### src/rtl/mips_mmio_pkg.sv
// rtl/mips_mmio_pkg.sv - shared constants for the data-memory / MMIO responder
package mips_mmio_pkg;

    localparam logic [31:0] MMIO_BASE_DEFAULT = 32'hFFFF_FF00;

    localparam logic [5:0] OFF_CYCLE   = 6'd0;
    localparam logic [5:0] OFF_TXDATA  = 6'd1;
    localparam logic [5:0] OFF_STATUS  = 6'd2;
    localparam logic [5:0] OFF_SCRATCH = 6'd3;

    localparam int ST_EMPTY = 16;
    localparam int ST_FULL  = 17;
    localparam int ST_OVF   = 18;

    function automatic logic [31:0] status_word(input logic [15:0] cnt, input logic empty,
                                                input logic full, input logic ovf);
        logic [31:0] w;
        w           = '0;
        w[15:0]     = cnt;
        w[ST_EMPTY] = empty;
        w[ST_FULL]  = full;
        w[ST_OVF]   = ovf;
        return w;
    endfunction

endpackage

### src/rtl/dmem_mmio_responder_if.sv
// rtl/dmem_mmio_responder_if.sv - core load/store port plus TX byte stream
interface dmem_mmio_responder_if;
    logic        memwrite;
    logic [31:0] addr;
    logic [31:0] writedata;
    logic [31:0] readdata;
    logic        out_valid;
    logic [7:0]  out_data;
    logic        out_ready;

    modport master (
        output memwrite, addr, writedata, out_ready,
        input  readdata, out_valid, out_data
    );

    modport slave (
        input  memwrite, addr, writedata, out_ready,
        output readdata, out_valid, out_data
    );
endinterface

### src/rtl/dmem_mmio_responder_tx_fifo.sv
// rtl/dmem_mmio_responder_tx_fifo.sv - circular TX byte FIFO, registered head, no fall-through
module tx_fifo #(
    parameter  int FIFO_DEPTH = 8,
    localparam int AW         = $clog2(FIFO_DEPTH),
    localparam int CW         = AW + 1
) (
    input  logic          clk,
    input  logic          reset,
    input  logic          push,
    input  logic [7:0]    push_data,
    output logic          push_accepted,
    input  logic          pop,
    output logic [7:0]    pop_data,
    output logic          full,
    output logic          empty,
    output logic [CW-1:0] count
);

    logic [7:0]    mem_q [FIFO_DEPTH];
    logic [AW-1:0] wr_ptr_q, wr_ptr_d;
    logic [AW-1:0] rd_ptr_q, rd_ptr_d;
    logic [CW-1:0] count_q, count_d;
    logic          do_pop;

    assign full     = (count_q == CW'(FIFO_DEPTH));
    assign empty    = (count_q == '0);
    assign count    = count_q;
    assign pop_data = mem_q[rd_ptr_q];

    // A pop in the same cycle frees the slot, so a push at full still lands.
    always_comb begin
        do_pop        = pop && !empty;
        push_accepted = push && (!full || do_pop);
        wr_ptr_d      = push_accepted ? wr_ptr_q + AW'(1) : wr_ptr_q;
        rd_ptr_d      = do_pop ? rd_ptr_q + AW'(1) : rd_ptr_q;
        count_d       = count_q;
        case ({push_accepted, do_pop})
            2'b10:   count_d = count_q + CW'(1);
            2'b01:   count_d = count_q - CW'(1);
            default: count_d = count_q;
        endcase
    end

    always_ff @(posedge clk) begin
        if (reset) begin
            wr_ptr_q <= '0;
            rd_ptr_q <= '0;
            count_q  <= '0;
        end else begin
            wr_ptr_q <= wr_ptr_d;
            rd_ptr_q <= rd_ptr_d;
            count_q  <= count_d;
        end
    end

    always_ff @(posedge clk) begin
        if (push_accepted) begin
            mem_q[wr_ptr_q] <= push_data;
        end
    end

endmodule

### src/rtl/dmem_mmio_responder.sv
// rtl/dmem_mmio_responder.sv - word RAM plus CYCLE/TXDATA/STATUS/SCRATCH MMIO window
module dmem_mmio_responder
    import mips_mmio_pkg::*;
#(
    parameter int          DEPTH      = 64,
    parameter int          FIFO_DEPTH = 8,
    parameter logic [31:0] MMIO_BASE  = MMIO_BASE_DEFAULT
) (
    input logic                  clk,
    input logic                  reset,
    dmem_mmio_responder_if.slave bus
);

    localparam int RAW = $clog2(DEPTH);
    localparam int CW  = $clog2(FIFO_DEPTH) + 1;

    logic [31:0]    ram_q [DEPTH];
    logic [31:0]    cycle_q, cycle_d;
    logic [31:0]    scratch_q, scratch_d;
    logic           ovf_q, ovf_d;

    logic           mmio;
    logic [5:0]     off;
    logic [RAW-1:0] ram_idx;
    logic           ram_we;
    logic           tx_push, tx_push_accepted, tx_pop;
    logic           tx_full, tx_empty;
    logic [7:0]     tx_head;
    logic [CW-1:0]  tx_count;
    logic           unused_addr_bits;

    assign mmio             = (bus.addr[31:8] == MMIO_BASE[31:8]);
    assign off              = bus.addr[7:2];
    assign ram_idx          = bus.addr[RAW+1:2];
    assign unused_addr_bits = ^bus.addr[1:0];

    assign ram_we  = bus.memwrite && !mmio;
    assign tx_push = bus.memwrite && mmio && (off == OFF_TXDATA);
    assign tx_pop  = !tx_empty && bus.out_ready;

    assign bus.out_valid = !tx_empty;
    assign bus.out_data  = tx_head;

    tx_fifo #(.FIFO_DEPTH(FIFO_DEPTH)) u_tx_fifo (
        .clk           (clk),
        .reset         (reset),
        .push          (tx_push),
        .push_data     (bus.writedata[7:0]),
        .push_accepted (tx_push_accepted),
        .pop           (tx_pop),
        .pop_data      (tx_head),
        .full          (tx_full),
        .empty         (tx_empty),
        .count         (tx_count)
    );

    // A CYCLE store replaces the increment for that cycle; ovf set beats clear.
    always_comb begin
        cycle_d   = cycle_q + 32'd1;
        scratch_d = scratch_q;
        ovf_d     = ovf_q;
        if (bus.memwrite && mmio) begin
            case (off)
                OFF_CYCLE:   cycle_d   = bus.writedata;
                OFF_SCRATCH: scratch_d = bus.writedata;
                OFF_STATUS:  if (bus.writedata[ST_OVF]) ovf_d = 1'b0;
                default:     ;
            endcase
        end
        if (tx_push && !tx_push_accepted) begin
            ovf_d = 1'b1;
        end
    end

    always_ff @(posedge clk) begin
        if (reset) begin
            cycle_q   <= '0;
            scratch_q <= '0;
            ovf_q     <= 1'b0;
        end else begin
            cycle_q   <= cycle_d;
            scratch_q <= scratch_d;
            ovf_q     <= ovf_d;
        end
    end

    always_ff @(posedge clk) begin
        if (ram_we) begin
            ram_q[ram_idx] <= bus.writedata;
        end
    end

    always_comb begin
        bus.readdata = '0;
        if (!mmio) begin
            bus.readdata = ram_q[ram_idx];
        end else begin
            case (off)
                OFF_CYCLE:   bus.readdata = cycle_q;
                OFF_STATUS:  bus.readdata = status_word(16'(tx_count), tx_empty, tx_full, ovf_q);
                OFF_SCRATCH: bus.readdata = scratch_q;
                default:     bus.readdata = '0;
            endcase
        end
    end

endmodule

### src/flat_wrapper.sv
// flat-port wrapper written by rule: the top's interface ports become plain ports
module dmem_mmio_responder_flat import mips_mmio_pkg::*;
#(
    parameter int          DEPTH      = 64,
    parameter int          FIFO_DEPTH = 8,
    parameter logic [31:0] MMIO_BASE  = MMIO_BASE_DEFAULT
)
  (clk, reset, bus_memwrite, bus_addr, bus_writedata, bus_out_ready, bus_readdata, bus_out_valid, bus_out_data);
  dmem_mmio_responder_if bus_i ();
  input logic clk;
  input logic reset;
  input wire logic [$bits(bus_i.memwrite)-1:0] bus_memwrite;
  input wire logic [$bits(bus_i.addr)-1:0] bus_addr;
  input wire logic [$bits(bus_i.writedata)-1:0] bus_writedata;
  input wire logic [$bits(bus_i.out_ready)-1:0] bus_out_ready;
  output wire logic [$bits(bus_i.readdata)-1:0] bus_readdata;
  output wire logic [$bits(bus_i.out_valid)-1:0] bus_out_valid;
  output wire logic [$bits(bus_i.out_data)-1:0] bus_out_data;
  assign bus_i.memwrite = bus_memwrite;
  assign bus_i.addr = bus_addr;
  assign bus_i.writedata = bus_writedata;
  assign bus_i.out_ready = bus_out_ready;
  assign bus_readdata = bus_i.readdata;
  assign bus_out_valid = bus_i.out_valid;
  assign bus_out_data = bus_i.out_data;
  dmem_mmio_responder #(.DEPTH(DEPTH), .FIFO_DEPTH(FIFO_DEPTH), .MMIO_BASE(MMIO_BASE)) u_core (.clk(clk), .reset(reset), .bus(bus_i));
endmodule
### config.mk
export PLATFORM = sky130hd
export DESIGN_NAME = dmem_mmio_responder_flat
export DESIGN_NICKNAME = d
export VERILOG_FILES = /design/src/rtl/mips_mmio_pkg.sv /design/src/rtl/dmem_mmio_responder_if.sv /design/src/rtl/dmem_mmio_responder_tx_fifo.sv /design/src/rtl/dmem_mmio_responder.sv /design/src/flat_wrapper.sv
export SDC_FILE = /design/constraint.sdc
export NUM_CORES = 2
export LEC_CHECK = 0
export ABC_AREA = 1
export BUFFER_PORTS_ARGS = -buffer_cell sky130_fd_sc_hd__buf_2
export CAP_MARGIN = 30
export CORE_UTILIZATION = 40
export CTS_CLUSTER_SIZE = 8
export DETAILED_ROUTE_END_ITERATION = 10
export PLACE_DENSITY_LB_ADDON = 0.1
export SLEW_MARGIN = 20
export SYNTH_ARGS = -nofsm -noshare
export SYNTH_HDL_FRONTEND = slang
export SYNTH_SLANG_ARGS = --single-unit
export TNS_END_PERCENT = 100
### constraint.sdc
create_clock -name clk -period 11.9 [get_ports clk]
set_clock_uncertainty 0.1 [all_clocks]
set_input_delay 2.38 -clock clk [delete_from_list [all_inputs] [get_ports clk]]
set_output_delay 2.38 -clock clk [all_outputs]
set_load 0.01 [all_outputs]
# Yosys cells after proc, flatten, opt, wreduce, memory -nomap -nowiden
# Memories as Yosys holds them, arrays and structs flattened. A register that Yosys moved wholly into a read port is not among the register bits.
# Index checks and enable logic that the tools add are counted.
[totals]
regBits = 75
ram_bits = 2112
inputBits = 68
elab_cells = 55
memories = 2
[op_classes]
add_sub_neg = 5
eq_ne = 7
muxes = 15
n_reduce_logical = 20
[mem_list]
columns = ["memory", "words", "word_bits", "rd", "rd_ports_with_merged_regs", "wr", "line_no", "text"]
rows = [
  ["u_core.ram_q", 64, 32, 1, 0, 1, "dmem_mmio_responder.sv:17", "logic [31:0] ram_q [DEPTH];"],
  ["u_core.u_tx_fifo.mem_q", 8, 8, 1, 1, 1, "dmem_mmio_responder_tx_fifo.sv:19", "logic [7:0] mem_q [FIFO_DEPTH];"],
]
[op_table]
columns = ["cell", "count"]
rows = [
  ["32-bit 2-to-1 mux", 3],
  ["32-bit case mux with 3 select lines", 1],
  ["32-bit by 1-bit adder with 32-bit output (second input constant)", 1],
  ["24-bit equality test (second input constant)", 1],
  ["6-bit by 2-bit equality test with 1-bit output (second input constant)", 2],
  ["1-bit 2-to-1 mux", 8],
  ["4-bit case mux with 2 select lines", 1],
  ["2-bit nonzero test", 4],
  ["1-bit logical AND", 7],
  ["3-bit by 1-bit adder with 3-bit output (second input constant)", 2],
  ["6-bit by 1-bit equality test with 1-bit output (second input constant)", 1],
  ["6-bit zero test", 1],
  ["3-bit 2-to-1 mux", 2],
  ["4-bit by 1-bit adder with 4-bit output (second input constant)", 1],
  ["4-bit equality test (second input constant)", 1],
  ["1-bit zero test", 4],
  ["4-bit zero test", 1],
  ["4-bit by 1-bit subtractor with 4-bit output (second input constant)", 1],
  ["3-bit AND reduction", 1],
  ["2-bit by 1-bit equality test with 1-bit output (second input constant)", 1],
  ["2-bit equality test (second input constant)", 1],
  ["2-bit AND reduction", 1],
  ["1-bit logical OR", 1],
]

# Longest topological paths before layout
[depth]
depth_word = 10
mapped_depth = 16
depth_no_buf = 16

# Cells and area by module
# From an unflattened synthesis, not the netlist that was laid out.
[unflattened]
hier_cells = 8782
area_unflattened_um2 = 91726.7
[modules_own_cells]
columns = ["mod", "instances", "cells_per_inst", "area_per_inst_um2", "seq_area_each_um2"]
rows = [
  ["dmem_mmio_responder", 1, 8523, 88516.1, 62800.2],
  ["tx_fifo", 1, 259, 3210.6, 2182.1],
]

# Least setup slack after synthesis
# OpenSTA, ideal clock, no wires.
[synth_path]
kind = "input to output"
from = "in bus_addr[3]"
to = "out bus_readdata[0]"
arrival_ns = 3.732
t_required_ns = 9.420
setup_slack_ns = 5.688
stages = 15
n_path_buf = 5
cell_sequence = "buf_4 -> buf_6 -> buf_6 -> buf_6 -> buf_2 -> nand3_1 -> nand2_1 -> o21ai_0 -> nand2_1 -> nand2_1 -> nand2_1 -> nor2_1 -> nand3_1 -> nand2_1 -> nand2_1"
[synth_between]
elab_chain_len = 3
elab_cells_between_ends = 6
[synth_lines]
columns = ["element", "line_no", "text"]
rows = [
  ["start, declared", "flat_wrapper.sv:13", "input wire logic [$bits(bus_i.addr)-1:0] bus_addr;"],
  ["parallel branches: the longest is 2 deep, another holds memory 64 x 32 bit", "n/a", ""],
  ["32-bit 2-to-1 mux (*)", "dmem_mmio_responder.sv:95", "if (!mmio) begin"],
  ["end, declared", "flat_wrapper.sv:16", "output wire logic [$bits(bus_i.readdata)-1:0] bus_readdata;"],
]
# Mark *: on every way between the ends.

# Worst setup path after layout
[layout_path]
from = "in bus_addr[2]"
to = "out bus_readdata[12]"
# The elaborated chain is that of the path after synthesis.

==> flow_summary.ini <==
[synthesis]
dominantRegCellSynth = edfxtp_1
seq_area_frac_synth_pct = 72.7
netlist_area_sq_mm = 0.0893
yosysUniqueCellTypes = 40
synth-seq-cells = 2190
synth-async-reset-ratio_pct = 0
syn-instance-count = 7900
syn_avg_cell_area_sq_um = 11.3
yosysWarnings = 0
synth-edff-count = 2112
synth_fp_nets = 7974

[final_layout]
finalNetCount = 8181
layout-drive-gt1-share_pct = 9.42
fillers = 20506
syn_to_final_growth_pct = 14.7
utilization_pct = 46.1
multi_input_area_sq_mm = 0.0212
layout_common_cells = 2,660 x nand2_1, 2,112 x edfxtp_1, 458 x o21ai_0, 447 x inv_1, 445 x a21oi_1
ff_latch_area_sq_mm = 0.0650
final_common_cell = nand2_1

[sta]
slew_headroom_pct = 24.5
slew_viol_final = 0
rsz0062_at_grt = false
fmaxAchievable_mhz = 114
holdWs_ps = 349
worst_slew_pin_slew_ps = 1130
hold_viol_final = 0
finalSetupViolCount = 0
fin_crit_sh_pct = 73.8
min_period_ps = 8780
setup_ws_ps = 3120
setup_tns_ps = 0

[drt]
via_count = 59228
drc = 0
drt_wl_total_um = 292000
avgViaCountPerCell = 5.32
antenna_left = 0
drt_iter0_drc = 5838
firstDrtPassIters = 6
wl_per_cell_um = 26.2

[setup_path]
worst-setup-path-type = input pin to output port
critPathMaxFanout = 100
crit_path_end_kind = output port
worstPathArrival_ps = 6300
regToRegStartpoint = u_core.u_tx_fifo.count[0]
worstPathCellList = buf_8, clkinv_8, buf_12, nand2_1, nand2_1, nand2_1, nand3_1, nand2_1, nand2_1, nand2_1, nand2_1, nor2_1, nand3_1, nand2_1, nand2_1, buf_2
crit_required_ps = 9420
path_common_cell = nand2_1
reg2reg_depth = 15
path_delay_family = simple AND/OR/NAND/NOR gates
critPathMaxStageDelay_ps = 860
cp-start-kind = input pin
slowest_stage = nor2_1
r2r_slack_ps = 9430
critPathBufInv = 4
worstReg2RegEnd = u_core.u_tx_fifo.count[3]

[cts]
cts.hold.buffers_added = 0
cts_made_buffers = 324
cts_setup_buffers = 0
root_buffer = clkbuf_16
h-tree-depth = 5
post_cts_resized = 0
cts_tree = yes
cts_sinks = 2190
clk_pin_slew_ps = 50
clk-insertion-delay-late_ps = 940
clk_path_buf_depth = 4

[flow_run]
drv_cap = 0

[place]
dp_slack_ps = 3210
gp_congestion = 0.889
portBuffers = 106
hpwl_um = 159000

[min_path]
whs_endpoint = u_core.scratch_q[15]
hp-start = u_core.scratch_q[15]
hold_path.class = flip-flop to flip-flop
min_path_cells = 2

[floorplan]
die_y_um = 475
ios = 109
start_util_pct = 40.2
die_area_sq_mm = 0.225
core_sq_mm = 0.222
num_rows = 173
die_x_um = 475

[power_and_ir_drop]
vdd_drop_max_v = 0.000161
power_leakage_uw = 0.0378
power.density_mw_per_mm2 = 173
power_uw = 17700

[global_routing]
grt_antenna_before_repair = 18
grtUsageTotal_pct = 25.7
grt_pass1_vias = 56296
grt_start_max_net_pins = 168
grt_pass1_wl_um = 412000
overflow = 0

[run_status]
outcome = complete, no violations
-- worst reg2reg max path, stage by stage, from the launching register on --
cell and delay (ps):
dfxtp_1 330, nor2_1 150, nand3_1 190, nand2_1 210
inv_1 130, nand2_1 190, inv_1 90, ha_1 330
nand2_1 70, nand2_1 40, a31oi_1 200, inv_1 60
nand2_1 80, nand3_1 70, nand2_1 70, nor2_1 40
-- how the worst max path moves through the flow --
stage | startpoint | endpoint | slack (ps) | cells past startpoint
floorplan | bus_addr[3] | bus_readdata[0] | 5690 | 15
global placement | bus_addr[2] | bus_readdata[12] | 3180 | 16
detailed placement | bus_addr[2] | bus_readdata[12] | 3210 | 16
CTS | bus_addr[2] | bus_readdata[12] | 3190 | 16
global route | bus_addr[2] | bus_readdata[24] | 3100 | 15
finish | bus_addr[2] | bus_readdata[12] | 3120 | 16
-- report_power, final --
part           switching (uW)  internal (uW)  total, uW
logic                     938            295       1230
registers                20.7           8530       8550
clock network            3100           4850       7950
total                    4060          13700      17700
-- synth_stat cells, types with 2 or more instances --
| library cell | n | area [sq um] |
|---|---|---|
| xnor2_1 | 3 | 26.3 |
| buf_1 | 22 | 82.6 |
| nor3_1 | 27 | 135 |
| nand2_2 | 3 | 18.8 |
| buf_4 | 31 | 233 |
| nand2_1 | 2661 | 9990 |
| buf_6 | 7 | 78.8 |
| clkinv_1 | 2 | 7.51 |
| o21ai_1 | 183 | 916 |
| clkbuf_1 | 165 | 619 |
| or2_1 | 4 | 25.0 |
| inv_1 | 447 | 1680 |
| a22oi_1 | 5 | 37.5 |
| o221ai_1 | 2 | 17.5 |
| nor4_1 | 2 | 12.5 |
| nand4_1 | 23 | 144 |
| buf_2 | 182 | 911 |
| o22ai_1 | 29 | 181 |
| or2_2 | 42 | 263 |
| edfxtp_1 | 2112 | 63400 |
| nand3_1 | 421 | 2110 |
| o21ai_0 | 458 | 2290 |
| xor2_1 | 18 | 158 |
| dfxtp_1 | 78 | 1560 |
| nor2_1 | 467 | 1750 |
| ha_1 | 5 | 62.6 |
| inv_2 | 11 | 41.3 |
| nand3b_1 | 6 | 45.0 |
| nor2_2 | 5 | 31.3 |
| nor2_4 | 5 | 56.3 |
| a211oi_1 | 3 | 22.5 |
| a31oi_1 | 19 | 119 |
| a21oi_1 | 445 | 2230 |
-- cells by family (layout without fill, tap and decap cells) --
family,count (synthesis),after routing,synth area share (%)
buffers and inverters,868,1109,4.09
other,0,11,0
adders and majority gates,6,6,0.0924
AOI/OAI and AO/OA,1146,1146,6.53
and+or+nand+nor,3669,3669,16.3
xor gates and xnor gates,21,21,0.206
DFF,2190,2190,72.7
-- flip-flops by register name (all words and copies together) (netlist names), named ones only --
| name | count |
|---|---|
| u_core.scratch_q | 32 |
| u_core.ovf_q | 1 |
| u_core.u_tx_fifo.count | 4 |
| u_core.u_tx_fifo.wr_ptr_q | 3 |
| u_core.u_tx_fifo.rd_ptr_q | 3 |
| u_core.ram_q | 2048 |
| u_core.cycle_q | 32 |
| u_core.u_tx_fifo.mem_q | 64 |
-- final cells by class --
type | instances | share of cell area, %
Clock inverter | 9 | 0.0867
Multi-Input combinational cell | 4842 | 20.7
Clock buffer | 351 | 8.12
Antenna cell | 11 | 0.0269
Tap cell | 2975 | 3.63
Timing Repair Buffer | 288 | 2.27
Inverter | 461 | 1.71
Sequential cell | 2190 | 63.4
-- per-layer routing --
layer,GRT usage (%),routed length [um],vias to the layer above
li1,-,-,27324
met1,35.7,128000,29470
met2,40.2,133000,1951
met3,4.61,19700,473
met4,9.33,10600,10
met5,0,76,-
-- per-stage QoR --
step                      instance area (sq um)  cells
after detailed placement                  93800  10748
after CTS                                102000  11108
after floorplan                           89300   7900
after global routing                     102000  11118
after global placement                    93700  10744
final                                    102000  11127
(Power assumes the default switching activity.)
